[src/rtl/risc_ctrl_seq.sv]
// rtl/risc_ctrl_seq.sv - 8-phase instruction sequencer and control decoder for the 8-bit RISC core.
// Optional halt-resume input guarded by `ifdef CTRL_RESUME_EN.
module risc_ctrl_seq #(
  parameter int unsigned WAIT_STATES = 0
) (
  input  logic       clk,
  input  logic       rst,
  input  logic [2:0] opcode,
  input  logic       is_zero,
`ifdef CTRL_RESUME_EN
  input  logic       resume,
`endif
  output logic       sel,
  output logic       rd,
  output logic       ld_ir,
  output logic       inc_pc,
  output logic       ld_pc,
  output logic       ld_ac,
  output logic       wr,
  output logic       data_e,
  output logic       halt,
  output logic [2:0] phase
);

  typedef enum logic [2:0] {
    PH_INST_ADDR  = 3'd0,
    PH_INST_FETCH = 3'd1,
    PH_INST_LOAD  = 3'd2,
    PH_IDLE       = 3'd3,
    PH_OP_ADDR    = 3'd4,
    PH_OP_FETCH   = 3'd5,
    PH_ALU_OP     = 3'd6,
    PH_STORE      = 3'd7
  } phase_e;

  localparam logic [2:0] OP_HLT = 3'b000;
  localparam logic [2:0] OP_SKZ = 3'b001;
  localparam logic [2:0] OP_ADD = 3'b010;
  localparam logic [2:0] OP_AND = 3'b011;
  localparam logic [2:0] OP_XOR = 3'b100;
  localparam logic [2:0] OP_LDA = 3'b101;
  localparam logic [2:0] OP_STO = 3'b110;
  localparam logic [2:0] OP_JMP = 3'b111;

  localparam logic [2:0] WAIT_INIT = 3'(WAIT_STATES);

  phase_e     phase_q, phase_d;
  logic [2:0] wait_q, wait_d;
  logic       halted_q, halted_d;

  always_comb begin
    phase_d  = phase_q;
    wait_d   = wait_q;
    halted_d = halted_q;
    if (halted_q) begin
`ifdef CTRL_RESUME_EN
      if (resume) begin
        halted_d = 1'b0;
        phase_d  = PH_INST_ADDR;
        wait_d   = '0;
      end
`endif
    end else if ((phase_q == PH_INST_FETCH || phase_q == PH_OP_FETCH) && wait_q != '0) begin
      wait_d = wait_q - 3'd1;
    end else begin
      phase_d = phase_e'(phase_q + 3'd1);
      // Stall counter is armed as the phase enters a memory-access phase
      if (phase_d == PH_INST_FETCH || phase_d == PH_OP_FETCH) begin
        wait_d = WAIT_INIT;
      end else begin
        wait_d = '0;
      end
      if (phase_q == PH_OP_ADDR && opcode == OP_HLT) begin
        halted_d = 1'b1;
      end
    end
  end

  always_ff @(posedge clk or posedge rst) begin
    if (rst) begin
      phase_q  <= PH_INST_ADDR;
      wait_q   <= '0;
      halted_q <= 1'b0;
    end else begin
      phase_q  <= phase_d;
      wait_q   <= wait_d;
      halted_q <= halted_d;
    end
  end

  logic alu_op;
  assign alu_op = (opcode == OP_ADD) || (opcode == OP_AND) ||
                  (opcode == OP_XOR) || (opcode == OP_LDA);

  always_comb begin
    sel    = 1'b0;
    rd     = 1'b0;
    ld_ir  = 1'b0;
    inc_pc = 1'b0;
    ld_pc  = 1'b0;
    ld_ac  = 1'b0;
    wr     = 1'b0;
    data_e = 1'b0;
    if (!halted_q) begin
      case (phase_q)
        PH_INST_ADDR:  sel = 1'b1;
        PH_INST_FETCH: begin
          sel = 1'b1;
          rd  = 1'b1;
        end
        PH_INST_LOAD: begin
          sel   = 1'b1;
          rd    = 1'b1;
          ld_ir = 1'b1;
        end
        PH_IDLE: begin
          sel = 1'b1;
          rd  = 1'b1;
        end
        PH_OP_ADDR:  inc_pc = 1'b1;
        PH_OP_FETCH: rd = alu_op;
        PH_ALU_OP: begin
          rd     = alu_op;
          inc_pc = (opcode == OP_SKZ) && is_zero;
          ld_pc  = (opcode == OP_JMP);
          data_e = (opcode == OP_STO);
        end
        PH_STORE: begin
          rd     = alu_op;
          ld_ac  = alu_op;
          ld_pc  = (opcode == OP_JMP);
          wr     = (opcode == OP_STO);
          data_e = (opcode == OP_STO);
        end
        default: sel = 1'b1;
      endcase
    end
  end

  assign halt  = halted_q;
  assign phase = phase_q;

endmodule
[config.mk]
export PLATFORM = sky130hd
export DESIGN_NAME = risc_ctrl_seq
export DESIGN_NICKNAME = d
export VERILOG_FILES = /design/src/rtl/risc_ctrl_seq.sv
export SDC_FILE = /design/constraint.sdc
export NUM_CORES = 1
export LEC_CHECK = 0
export ABC_AREA = 0
export BUFFER_PORTS_ARGS = -buffer_cell sky130_fd_sc_hd__buf_4
export CAP_MARGIN = 25
export CORE_MARGIN = 2
export CORE_UTILIZATION = 30
export DETAILED_ROUTE_END_ITERATION = 6
export PLACE_DENSITY = 0.51
export SLEW_MARGIN = 20
export SYNTH_ARGS = -nofsm -noshare
export SYNTH_HDL_FRONTEND = slang
export SYNTH_SLANG_ARGS = --single-unit
[constraint.sdc]
create_clock -name clk -period 2 [get_ports clk]
set_input_delay 0.3 -clock clk [delete_from_list [all_inputs] [get_ports clk]]
set_output_delay 0.3 -clock clk [all_outputs]
set_load 0.05 [all_outputs]
==> flow_summary.yaml <==
status:
  status: "complete, no violations"
sta:
  drv_slew: 0
  period_needed_ns: 1.96
  max_freq_ghz: 0.511
  min_period_over_period: 0.979
  rsz0062_at_grt: "yes"
  max_slew.worst_pin.slew_ns: 0.621
  hold_viol: 0
  skew_ns: 0.00331
  setup_viol: 0
  max_slew_margin: 0.586
drt:
  via_per_inst: 4.54
  vias: 490
  dr.pass1.iters: 3
  drt-total-wl_mm: 1.20
  ant_nets: 0
  drc: 0
  highest_layer: "met4"
  route.met3.wl_um: 72
  routedWlPerCell_um: 11.1
  wl_met2_um: 589
  met1Wirelength_um: 526
  first_iter_violations: 2
setup_path:
  crit_path_end_kind: "output port"
  slowest_delay_ns: 0.43
  crit_chain: "inv_4 -> ha_4 -> or3_4 -> a21oi_4 -> nor2_2 -> buf_6"
  timing.critical_path.required_ns: 1.70
  cp_max_fo: 4
  critical_path_arrival_ns: 1.66
  start_kind: "flip-flop"
  slowest_stage: "dfrtp_2"
  critPathTopFamily: "simple AND/OR/NAND/NOR gates"
  path_class: "flip-flop to output port"
  path_buf_inv: 2
grt:
  grt_max_degree: 16
  grt_util_all_layers: 0.131
  overflow: 0
  grt_pass1_vias: 460
  grt_first_pass_wirelength_mm: 2.06
  antenna_found_initial: 0
placement:
  dp.final_hpwl_um: 870
  dp_cells: 100
  port_buffers: 17
  routabilityCongestion: 0.782
finish:
  fill_cells: 161
  drive_above_1_share: 0.590
  nets: 98
  antennaDiodeCount: 0
  synthToLayoutAreaGrowth_pct: 63.0
  final_cell_count_no_fill: 108
logic_synthesis:
  synthArstFlopShare: 1.00
  ys_seq_area_frac: 0.316
  synth_fp_nets: 73
  yosysWarnings: 0
  ys_ff_latch: 7
  synth_edf_count: 0
  yosys-top-cells-area: "dfrtp_1 32%, ha_1 18%, inv_1 4.7%, nor2_1 4.7%, xnor2_1 4.7%"
  synth_most_common_cell: "ha_1"
  synthDistinctLibCells: 25
  synth_commonest_cells: "8 x ha_1, 7 x dfrtp_1, 7 x inv_1, 7 x nor2_1, 5 x nand2_1"
  synth-main-ff-cell: "dfrtp_1"
  netlist_instances: 59
  synth_area_um2: 554
  avgSynthCellArea_um2: 9.39
  synth.top_cell.area_share: 0.316
  synth_top_area_cell: "dfrtp_1"
clocking:
  cts_root_buf: "clkbuf_4"
  path_clk_slew_ns: 0.06
  cts_tree: "done"
  numCtsBuffers: 3
  h-tree-depth: 1
  cts.sinks: 7
  clockBufferDepth: 2
  insertion_delay_ns: 0.26
flow_run:
  cap_violations: 0
floorplanning:
  fp.dieW_um: 47.0
  fp-row-count: 15
  core_area_um2: 1730
  io_pins: 18
  start_util: 0.321
  dieArea_um2: 2210
  die_y_um: 47.0
worst_hold_path:
  hp-class: "input pin to flip-flop"
## cell usage in the layout (no fill, tap or decap)
cell type and count:
o21ai_0 2, clkbuf_4 3, mux2_4 1, nor4_4 1, nor3b_2 1, ha_4 3
ha_2 2, xnor2_1 3, mux2i_1 1, clkbuf_1 1, nor2_1 5, buf_4 16
a31o_2 1, inv_2 2, nand2b_4 1, dfrtp_1 4, ha_1 3, nor4_2 1
buf_12 1, a41oi_1 1, inv_4 1, o221a_1 1, nand2_1 5, nor3_2 1
nand2b_1 1, or2_2 1, o31ai_1 1, or3_4 1, nor2b_1 1, nor4b_2 1
dlygate4sd3_1 1, a21oi_4 3, nor2_2 2, dfrtp_2 3, buf_6 3, inv_1 4
## cell type report
cell class	count	area (um^2)	area share
Inverter	7	28.8	0.0319
Sequential cell	7	179	0.198
Multi-Input combinational cell	44	454	0.503
Timing Repair Buffer	21	184	0.204
Clock buffer	4	26.3	0.0291
Tap cell	25	31.3	0.0346
## worst paths after layout
check                           slack (ns)       from  depth (start not counted)        end
worst max-delay path                  0.04   phase[0]                          6        sel
worst min-delay path                  0.43  opcode[1]                          3       halt
worst max register to register        0.62  wait_q[0]                          5   phase[1]
worst min register to register        0.48  wait_q[1]                          2  wait_q[1]
max in group asynchronous             1.23        rst                          3   phase[0]
min in group asynchronous             0.53        rst                          3       halt
## repair_timing
item,CTS,global route
gates resized for setup,6,14
pin swaps,0,1
cloned,0,0
hold buffers,1,0
hold endpoints to repair,7,0
setup buffers,1,2
setup endpoints to repair,4,4
## cell families (layout without fill, tap and decap cells)
kind of cell | count (synthesis) | after routing | synth area share
AND/OR/NAND/NOR | 22 | 22 | 0.212
AO/OA/AOI/OAI | 9 | 9 | 0.131
XOR/XNOR | 3 | 3 | 0.0474
adder cells (fa/ha/maj) | 8 | 8 | 0.181
multiplexers | 2 | 2 | 0.0451
flip-flops | 7 | 7 | 0.316
buffers and inverters | 8 | 32 | 0.0677
## flip-flops by register name, indices dropped and copies added (netlist names)
name,cells
wait_q,3
halt,1
phase,3
## per-stage QoR
step / area [um^2] / utilization / setup TNS, ns / worst slack (ns) / hold slack [ns]
after floorplan: 601 / - / -0.497 / -0.315 / 0.103
after global placement: 748 / 0.433 / 0 / 0.181 / 0.264
after detailed placement: 748 / 0.433 / 0 / 0.159 / 0.267
after CTS: 811 / 0.470 / -0.0112 / -0.0112 / 0.435
after global routing: 903 / 0.523 / -0.0951 / -0.0385 / 0.455
final: 903 / 0.523 / 0 / 0.0423 / 0.435
## worst reg2reg max path, delay by kind of cell (launching register included)
| kind | cells | cell delay (ns) |
|---|---|---|
| DFF | 1 | 0.39 |
| muxes | 1 | 0.32 |
| AOI/OAI and AO/OA | 1 | 0.21 |
| adders and majority gates | 1 | 0.19 |
| buffers and inverters | 1 | 0.08 |
| and+or+nand+nor | 1 | 0.07 |
## routing by layer
metal	vias to the layer above	track usage
met5	-	0
met4	0	0.0500
met3	2	0.0346
met2	12	0.181
met1	229	0.195
li1	247	-
Power is left out: the tool's default activity adds up to more than one toggle a clock period on the data nets, which glitch-free logic cannot reach.
